`config.mk`:
```
export PLATFORM = sky130hd
export DESIGN_NAME = truth_table_sweeper
export DESIGN_NICKNAME = d
export VERILOG_FILES = /design/src/rtl/truth_table_sweeper.sv
export SDC_FILE = /design/constraint.sdc
export NUM_CORES = 1
export LEC_CHECK = 0
export CAP_MARGIN = 20
export CELL_PAD_IN_SITES_DETAIL_PLACEMENT = 2
export CELL_PAD_IN_SITES_GLOBAL_PLACEMENT = 2
export CORE_AREA = 2 2 97 99
export CTS_CLUSTER_SIZE = 20
export DETAILED_ROUTE_END_ITERATION = 6
export DIE_AREA = 0 0 99 101
export MAX_ROUTING_LAYER = met4
export PLACE_DENSITY_LB_ADDON = 0.05
export SLEW_MARGIN = 20
export SYNTH_ARGS = -nofsm -noshare
export SYNTH_HDL_FRONTEND = slang
export SYNTH_SLANG_ARGS = --single-unit
```
`constraint.sdc`:
```
create_clock -name clk -period 5 [get_ports clk]
set_clock_uncertainty 0.1 [all_clocks]
set_input_delay 1 -clock clk [delete_from_list [all_inputs] [get_ports clk]]
set_output_delay 1 -clock clk [all_outputs]
set_load 0.01 [all_outputs]
```
`src/rtl/truth_table_sweeper.sv`:
```
// truth_table_sweeper: exhaustive stimulus engine for small combinational circuits.
// Walks every input vector in ascending order and holds each one for HOLD cycles.
// On the last cycle of each hold it samples the DUT output and compares it against
// the expected minterm mask that was latched at start.
// It records the observed mask, an error count and the first failing vector.
module truth_table_sweeper #(
    parameter int N_IN = 4,
    parameter int HOLD = 1
) (
    input  logic                   clk,
    input  logic                   reset,
    input  logic                   start,
    input  logic                   abort,
    input  logic [(1<<N_IN)-1:0]   exp_mask,
    output logic [N_IN-1:0]        vec,
    input  logic                   y_in,
    output logic                   busy,
    output logic                   done,
    output logic                   pass,
    output logic [N_IN:0]          err_count,
    output logic                   first_err_valid,
    output logic [N_IN-1:0]        first_err_vec,
    output logic [(1<<N_IN)-1:0]   obs_mask
);

    localparam int NV = 1 << N_IN;
    localparam logic [N_IN-1:0] LAST_VEC    = {N_IN{1'b1}};
    localparam logic [N_IN-1:0] VEC_ONE     = N_IN'(1'b1);
    localparam logic [N_IN-1:0] VEC_ZERO    = {N_IN{1'b0}};
    localparam logic [N_IN:0]   ERR_ZERO    = {(N_IN+1){1'b0}};
    localparam logic [N_IN:0]   ERR_ONE     = (N_IN+1)'(1'b1);
    // Every vector failing gives exactly 2^N_IN; the counter never goes past it.
    localparam logic [N_IN:0]   ERR_MAX     = {1'b1, {N_IN{1'b0}}};
    localparam logic [7:0]      SETTLE_LAST = 8'(HOLD - 1);

    typedef enum logic [1:0] {
        IDLE  = 2'd0,
        SWEEP = 2'd1,
        DONE  = 2'd2
    } state_t;

    state_t            state_r;
    logic [7:0]        settle_r;
    logic [NV-1:0]     exp_r;
    logic              mismatch_s;
    logic [N_IN:0]     err_next_s;

    // Compare the DUT output against the latched expectation and form the next error count.
    always_comb begin
        mismatch_s = 1'b0;
        err_next_s = err_count;
        mismatch_s = (y_in != exp_r[vec]);
        if (mismatch_s && (err_count != ERR_MAX)) begin
            err_next_s = err_count + ERR_ONE;
        end else begin
            err_next_s = err_count;
        end
    end

    // Sweep controller: state, stimulus vector, settle counter and all result registers.
    always_ff @(posedge clk) begin
        if (reset) begin
            state_r         <= IDLE;
            settle_r        <= 8'd0;
            exp_r           <= {NV{1'b0}};
            vec             <= VEC_ZERO;
            busy            <= 1'b0;
            done            <= 1'b0;
            pass            <= 1'b0;
            err_count       <= ERR_ZERO;
            first_err_valid <= 1'b0;
            first_err_vec   <= VEC_ZERO;
            obs_mask        <= {NV{1'b0}};
        end else begin
            case (state_r)
                IDLE, DONE: begin
                    // start wins over abort outside a sweep; abort alone does nothing here
                    if (start) begin
                        state_r         <= SWEEP;
                        settle_r        <= 8'd0;
                        exp_r           <= exp_mask;
                        vec             <= VEC_ZERO;
                        busy            <= 1'b1;
                        done            <= 1'b0;
                        pass            <= 1'b0;
                        err_count       <= ERR_ZERO;
                        first_err_valid <= 1'b0;
                        first_err_vec   <= VEC_ZERO;
                        obs_mask        <= {NV{1'b0}};
                    end
                end
                SWEEP: begin
                    if (abort) begin
                        // partial results stay visible after an abort
                        state_r  <= IDLE;
                        settle_r <= 8'd0;
                        vec      <= VEC_ZERO;
                        busy     <= 1'b0;
                        done     <= 1'b0;
                    end else if (settle_r == SETTLE_LAST) begin
                        settle_r      <= 8'd0;
                        obs_mask[vec] <= y_in;
                        err_count     <= err_next_s;
                        if (mismatch_s && !first_err_valid) begin
                            first_err_valid <= 1'b1;
                            first_err_vec   <= vec;
                        end
                        if (vec == LAST_VEC) begin
                            // the last sample's mismatch is already folded into err_next_s
                            state_r <= DONE;
                            vec     <= VEC_ZERO;
                            busy    <= 1'b0;
                            done    <= 1'b1;
                            pass    <= (err_next_s == ERR_ZERO);
                        end else begin
                            vec <= vec + VEC_ONE;
                        end
                    end else begin
                        settle_r <= settle_r + 8'd1;
                    end
                end
                default: begin
                    state_r  <= IDLE;
                    settle_r <= 8'd0;
                    vec      <= VEC_ZERO;
                    busy     <= 1'b0;
                    done     <= 1'b0;
                end
            endcase
        end
    end

endmodule

```
# Word level (Yosys, flattened, before mapping)
# Cells that the tools add are included.
[totals]
input_bits = 21
out_inout_bits = 33
regBits = 59
word_cells = 93
[op_classes]
magnitude_cmp = 2
eq_ne = 12
reduce_logical = 15
add_sub_neg = 3
muxes = 50
[op_table]
columns = ["operator", "n"]
rows = [
  ["$mux W16", 3],
  ["$pmux W16 S2", 1],
  ["$mux W4", 7],
  ["$mux W8", 3],
  ["$mux W5", 4],
  ["$bwmux W16", 1],
  ["$mux W1", 16],
  ["$pmux W4 S2", 2],
  ["$pmux W8 S2", 1],
  ["$ne A2 B2 Y1 const B", 5],
  ["$pmux W5 S2", 1],
  ["$reduce_and A5 Y1", 2],
  ["$add A8 B1 Y8 const B", 1],
  ["$logic_not A8 Y1", 1],
  ["$mux W2", 4],
  ["$pmux W1 S2", 4],
  ["$ne A3 B3 Y1 const B", 2],
  ["$add A5 B1 Y5 const B", 1],
  ["$logic_not A5 Y1", 1],
  ["$lt A4 B5 Y1 const B", 1],
  ["$ne A5 B5 Y1 const B", 1],
  ["$add A4 B1 Y4 const B", 1],
  ["$bmux W1 S4", 1],
  ["$demux W1 S4", 1],
  ["14 further kinds", 17],
]

# Logic depth before layout (Yosys ltp)
[logic_depth]
word_depth = 10
depth_mapped = 9

# Worst setup path before layout
# OpenSTA, ideal clock, no wires.
[synth_path]
path_kind = "input to register"
startpoint = "input abort"
endpoint = "register first_err_vec[2]"
t_arrival_ns = 2.228
path_buffers = 0
path_slack_ns = 2.602
path_stages = 6
cell_sequence = "nor3b_1 > nand3_1 > nor3b_1 > mux2_1 > nand4b_1 > a21oi_1"
[synth_via]
elab_chain_cells = 2
[synth_rtl]
columns = ["element", "line_no", "source"]
rows = [
  ["start: declaration", "13", "input logic abort,"],
  ["$ne A2 B2 Y1 (no line)", "--", ""],
  ["$reduce_and A5 Y1 (no line)", "--", ""],
  ["end signal: assignment", "106", "first_err_vec <= vec;"],
  ["end: declaration", "22", "output logic [N_IN-1:0] first_err_vec,"],
]
# No other way between the ends.
# A chain may end at the register's enable or synchronous reset.

# Final worst setup path
# Ends and elaborated chain as after synthesis.

==> flow_metrics.tcl <==
set metrics [dict create \
    drive_above_1_share 0.06767 \
    endpoint_kind "flop" \
    synth_fp_nets 382 \
    stdcell_area_sq_um 3654 \
    chipWidth_microns 99 \
    path_cells "clkdlybuf4s50_1 -> nor3b_1 -> nand3_1 -> nor3b_1 -> mux2i_1 -> nand3_1 -> a21oi_1" \
    synthCells 353 \
    grt-ovfl-total 0 \
    tns_ns 0 \
    rsz0062_at_grt "false" \
    worstPathRequired_ns 5.07 \
    powerDensity_nw_per_um2 287.2 \
    gp_congestion 0.7025 \
    r2r-start "vec[1]" \
    min_period_ns 2.994 \
    hold_buffers 0 \
    grt_max_degree 55 \
    yosys_warnings 0 \
    p_total_w 0.001049 \
    dr.pass1.iters 4 \
    io_pins 54 \
    clock_path_buffers 2 \
    grt_pass1_vias 2920 \
    nets 425 \
    start_kind "input pin" \
    tightest_slew_ns 1.029 \
    synthDistinctLibCells 51 \
    postSynth.asyncResetShare 0 \
    grt_pass1_wl_microns 14740 \
    root_buffer "clkbuf_8" \
    track_usage 0.1905 \
    port_buffers 53 \
    cpMaxStageDelayCell "nor3b_1" \
    synth-seq-cells 58 \
    clock_sinks 58 \
    die_h_microns 101 \
    min-delay-start "exp_r[5]" \
    r2r_slack_ns 2.22 \
    drt_first_iter_violations 28 \
    cellLeakagePower_nw 1.281 \
    final_cells 510 \
    clkTransAtPathRegs_ns 0.07 \
    clk_latency_ns 0.34 \
    avgViaCountPerCell 5.306 \
    dp_cells 496 \
    initial_core_util 0.3245 \
    worstHoldPathCells 2 \
    diodes 0 \
    slowest_delay_ns 0.43 \
    path_class "input pin to flop" \
    ys_seq_area_frac 0.3986 \
    antenna_left 0 \
    setup_viol 0 \
    final_cell_mix "nand2_1, dfxtp_1, a21oi_1, clkdlybuf4s50_1, nor2_1" \
    cts_buffers 9 \
    timing.final.hold_violations 0 \
    ys.flop_type "dfxtp_1" \
    finalMaxSlewViolations 0 \
    antenna_found_initial 0 \
    die-area_sq_um 9999 \
    post_dp_cell_area_sq_um 3462 \
    clock.fmax_mhz 334.1 \
    drt_wl_total_microns 8783 \
    synth_area_sq_um 2913 \
    holdCritPathClass "flop to flop" \
    synth_area_per_cell_sq_um 8.252 \
    num_rows 35 \
    worstRegToRegCells 6 \
    drv_cap 0 \
    drc 0 \
    worstHoldEndpoint "exp_r[5]" \
    post_cts_buffers 0 \
    core_region_area_sq_um 8977 \
    wire_per_inst_microns 17.22 \
    crit_arrival_ns 3.06 \
    synth_edf_count 0 \
    dpl.hpwl_microns 6097 \
    final_common_cell "nand2_1" \
    finalCritPeriodShare 0.5987 \
    cts_resized 0 \
    outcome "completed" \
    max-slew-margin-rel 0.3142 \
    worstPathMaxFanout 8 \
    vias 2706 \
    peakVddDrop_mv 0.1065 \
    tritoncts "built" \
    htree_num_levels 3 \
    r2r_end "err_count[4]" \
    synthToLayoutAreaGrowth_pct 25.43 \
]
==> critical path: cells and delay by family <==
family,cells,cell delay (ns)
simple gates,4,1.33
buf+inv,1,0.42
mux,1,0.22
compound gates,1,0.09
==> cell usage after synthesis (5+ instances only) <==
cell type	count	area, sq um
nand2_1	59	221.5
dfxtp_1	58	1161
a21oi_1	56	280.3
nor2_1	25	93.84
o21ai_0	17	85.08
clkbuf_1	15	56.30
mux2i_1	12	120.1
nand3_1	10	50.05
and3_1	9	56.30
ha_1	8	100.1
inv_1	6	22.52
nand3b_1	5	37.54
xnor2_1	5	43.79
xor2_1	5	43.79
==> where the power goes <==
group	internal [W]	switching [W]
registers	0.000474	0.0000106
logic	0.0000507	0.0000736
clock network	0.000250	0.000190
==> how the worst max path moves through the flow <==
stage,startpoint,endpoint,slack [ns],depth (start not counted)
floorplan,abort,first_err_vec[2],2.60,6
global placement,abort,err_count[0],1.63,7
detailed placement,abort,first_err_vec[1],1.66,7
CTS,abort,first_err_vec[2],1.99,7
global route,abort,first_err_vec[1],1.81,7
finish,abort,first_err_vec[2],2.01,7
==> state kept, by name, indices dropped and copies added, names as in the netlist <==
register and cells:
first_err_valid 1, pass 1, obs_mask 16, settle_r 8
first_err_vec 4, vec 4, busy 1, state_r 2
err_count 5, exp_r 16
==> metrics by stage <==
| stage | hold WS, ns | util | worst slack, ns |
|---|---|---|---|
| 6_report | 0.3576 | 0.4070 | 2.006 |
| 5_1_grt | 0.3821 | 0.4070 | 1.810 |
| 4_1_cts | 0.3599 | 0.4070 | 1.991 |
| 3_5_place_dp | 0.3503 | 0.3856 | 1.660 |
| 3_3_place_gp | 0.3425 | 0.3844 | 1.631 |
| 2_1_floorplan | 0.3357 | - | 2.602 |
==> final cells by class <==
type | instances | area, sq um
timing repair buffer | 56 | 551.8
clock buffer | 11 | 151.4
sequential | 58 | 1161
fill | 1023 | 5324
tap | 111 | 138.9
inverter | 6 | 22.52
clock inverter | 3 | 40.04
multi-input combinational | 265 | 1588
==> cell families (layout without fill, tap and decap cells) <==
| family | Yosys count | count (layout) | share of synthesized area |
|---|---|---|---|
| AND/OR/NAND/NOR | 134 | 134 | 0.2208 |
| AO/OA/AOI/OAI | 96 | 96 | 0.1860 |
| flip-flops | 58 | 58 | 0.3986 |
| buffers and inverters | 30 | 76 | 0.05627 |
| multiplexers | 16 | 16 | 0.06830 |
| XOR/XNOR | 11 | 11 | 0.03565 |
| adder cells (fa/ha/maj) | 8 | 8 | 0.03437 |
==> layer usage <==
layer | GRT usage | share of wire
met1 | 0.2274 | 0.47
met2 | 0.3264 | 0.49
met3 | 0.04716 | 0.033
met4 | 0.04110 | 0.0077
met5 | - | 0
No activity file was read; power rests on OpenSTA's default activity.
==> variant: new RTL, same settings <==
Reset style: asynchronous (`reset`), changed in one clocked block.
--- a/src/rtl/truth_table_sweeper.sv
+++ b/src/rtl/truth_table_sweeper.sv
@@ -58,7 +58,7 @@
     end
 
     // Sweep controller: state, stimulus vector, settle counter and all result registers.
-    always_ff @(posedge clk) begin
+    always_ff @(posedge clk or posedge reset) begin
         if (reset) begin
             state_r         <= IDLE;
             settle_r        <= 8'd0;
Function: differs if reset is asserted again (counterexample within 4 cycles, from zero or initial values and one cycle with reset high); with reset held inactive, the same outputs for 10 cycles.
==> variant against the unedited design <==
Area after synthesis up 7.1%; wire length up 5.0%; worst setup slack worse by 0.016 ns; critical path depth down 1; critical path type unchanged; fmax down 0.53%; sequential cell count unchanged; cell area up 8.2%.
Power is not compared: it rests on default switching activity, and its combinational part moved more than twofold at a synthesized area within 25%.
==> variant: results (changes against the unedited design) <==
| Metric | Value |
|---|---|
| Status | `finished clean` |
| HPWL after detailed placement | `6560 um (+7.6%)` |
| Reg2reg end | `err_count[0]` |
| Top cells by count, synth | `nand2_1 (66), dfrtp_1 (58), o21ai_0 (45), nor2_1 (19), a21oi_1 (18)` |
| GRT Total Usage | `19.9% (+0.89 points)` |
| Post_cts resized | `0 (unchanged)` |
| Worst slew pin tran | `0.981 ns (-0.0479 ns)` |
| DR iter-0 viols | `91 (+230%)` |
| Placement Cell Area | `3720 um^2 (+7.3%)` |
| Compound-Gate Fraction of Synth Area | `15.8% (-2.8 points)` |
| First-pass GRT wire length | `15100 um (+2.6%)` |
| Post-synthesis mux area share | `6.38% (-0.45 points)` |
| R2R Setup Slk | `2.17 ns (-0.05 ns)` |
| Maximum fanout along the worst path | `24 (+16)` |
| H-Tree Depth | `3 (unchanged)` |
| Ranking of synthesized cells by area | `dfrtp_1 (47%), nand2_1 (7.9%), o21ai_0 (7.2%)` |
| Gpl congestion | `0.774 (+10%)` |
| Most used DFF post-synth | `dfrtp_1` |
| Reg2reg start | `state_r[0]` |
| Reg2Reg Depth | `7 (+1)` |
| Synthesized-area fraction occupied by adder cells | `3.21% (-0.23 points)` |
| Clk buf depth | `2 (unchanged)` |
| Share of cells above drive strength 1 | `8.61% (+1.8 points)` |
| DR WL/cell | `18.2 um (+5.9%)` |
| Crit path arrival time | `3.17 ns (+0.11 ns)` |
| Final Net Count | `419 (-1.4%)` |
| Distinct cells, synth | `46 (-9.8%)` |
| Asr flop ratio synth | `100% (+100 points)` |
| Worst hold start | `exp_r[3]` |
| Vias in the first global route | `2918 (-0.068%)` |
| Pre-CTS WS | `1.42 ns (-0.241 ns)` |
| Net Count, Synth | `370 (-3.1%)` |
| Post-synthesis sequential area ratio | `46.5% (+6.6 points)` |
| Slowest-stage cell, CP | `a211oi_1` |
| Final hold slack | `0.378 ns (+0.0202 ns)` |
| CP max stage delay | `0.53 ns (+0.10 ns)` |
| Largest net degree at the start of global routing | `48 (-13%)` |
| Hold EP | `exp_r[3]` |
| Post-synthesis xor/xnor area fraction | `3.13% (-0.44 points)` |
| Cell family with most CP delay | `compound AO/OA/AOI/OAI gates` |
variant: power by group:
part | switching [mW] | internal [mW]
Clock | 0.197 | 0.331
Combinational | 0.204 | 0.148
Sequential | 0.0571 | 0.522
variant: tightest hold or removal path: stages (launching register included):
cell     delay (ns)
dfrtp_1        0.34
nand2_1        0.05
nand2_1        0.06
variant: area by class of cell:
type | count | area (um^2)
Sequential cell | 58 | 1450
Multi-Input combinational cell | 255 | 1540
Clock buffer | 11 | 131
Timing Repair Buffer | 56 | 553
Clock inverter | 5 | 103
Inverter | 10 | 38.8
Fill cell | 981 | 5020
Tap cell | 111 | 139
variant: cell families after synthesis:
| group | Yosys count |
|---|---|
| adder cells (fa/ha/maj) | 8 |
| multiplexers | 16 |
| AO/OA/AOI/OAI | 84 |
| buffers and inverters | 28 |
| XOR/XNOR | 9 |
| flip-flops | 58 |
| AND/OR/NAND/NOR | 138 |
variant: layer usage:
| metal | part of all wire (%) | wire, um | track usage (%) |
|---|---|---|---|
| met2 | 48 | 4450 | 31.8 |
| met3 | 3.0 | 279 | 3.40 |
| met1 | 47 | 4380 | 26.2 |
| met4 | 1.3 | 117 | 6.01 |
| met5 | 0 | 0 | - |
variant: per-stage QoR:
step	utilization [%]	total power [mW]	cells
finish	44.0	1.46	506
global route	44.0	1.54	506
CTS	44.0	1.48	506
detailed placement	41.4	0.943	490
global placement	41.4	0.929	490
floorplan	-	0.800	341
variant: how the worst max path moves through the flow:
stage / from / end / slack [ns] / depth (start not counted)
finish: start / pass / 1.99 / 6
global route: start / pass / 1.81 / 6
CTS: abort / err_count[0] / 1.81 / 8
detailed placement: abort / err_count[1] / 1.42 / 8
global placement: abort / err_count[1] / 1.59 / 8
floorplan: reset / busy / 2.47 / 1
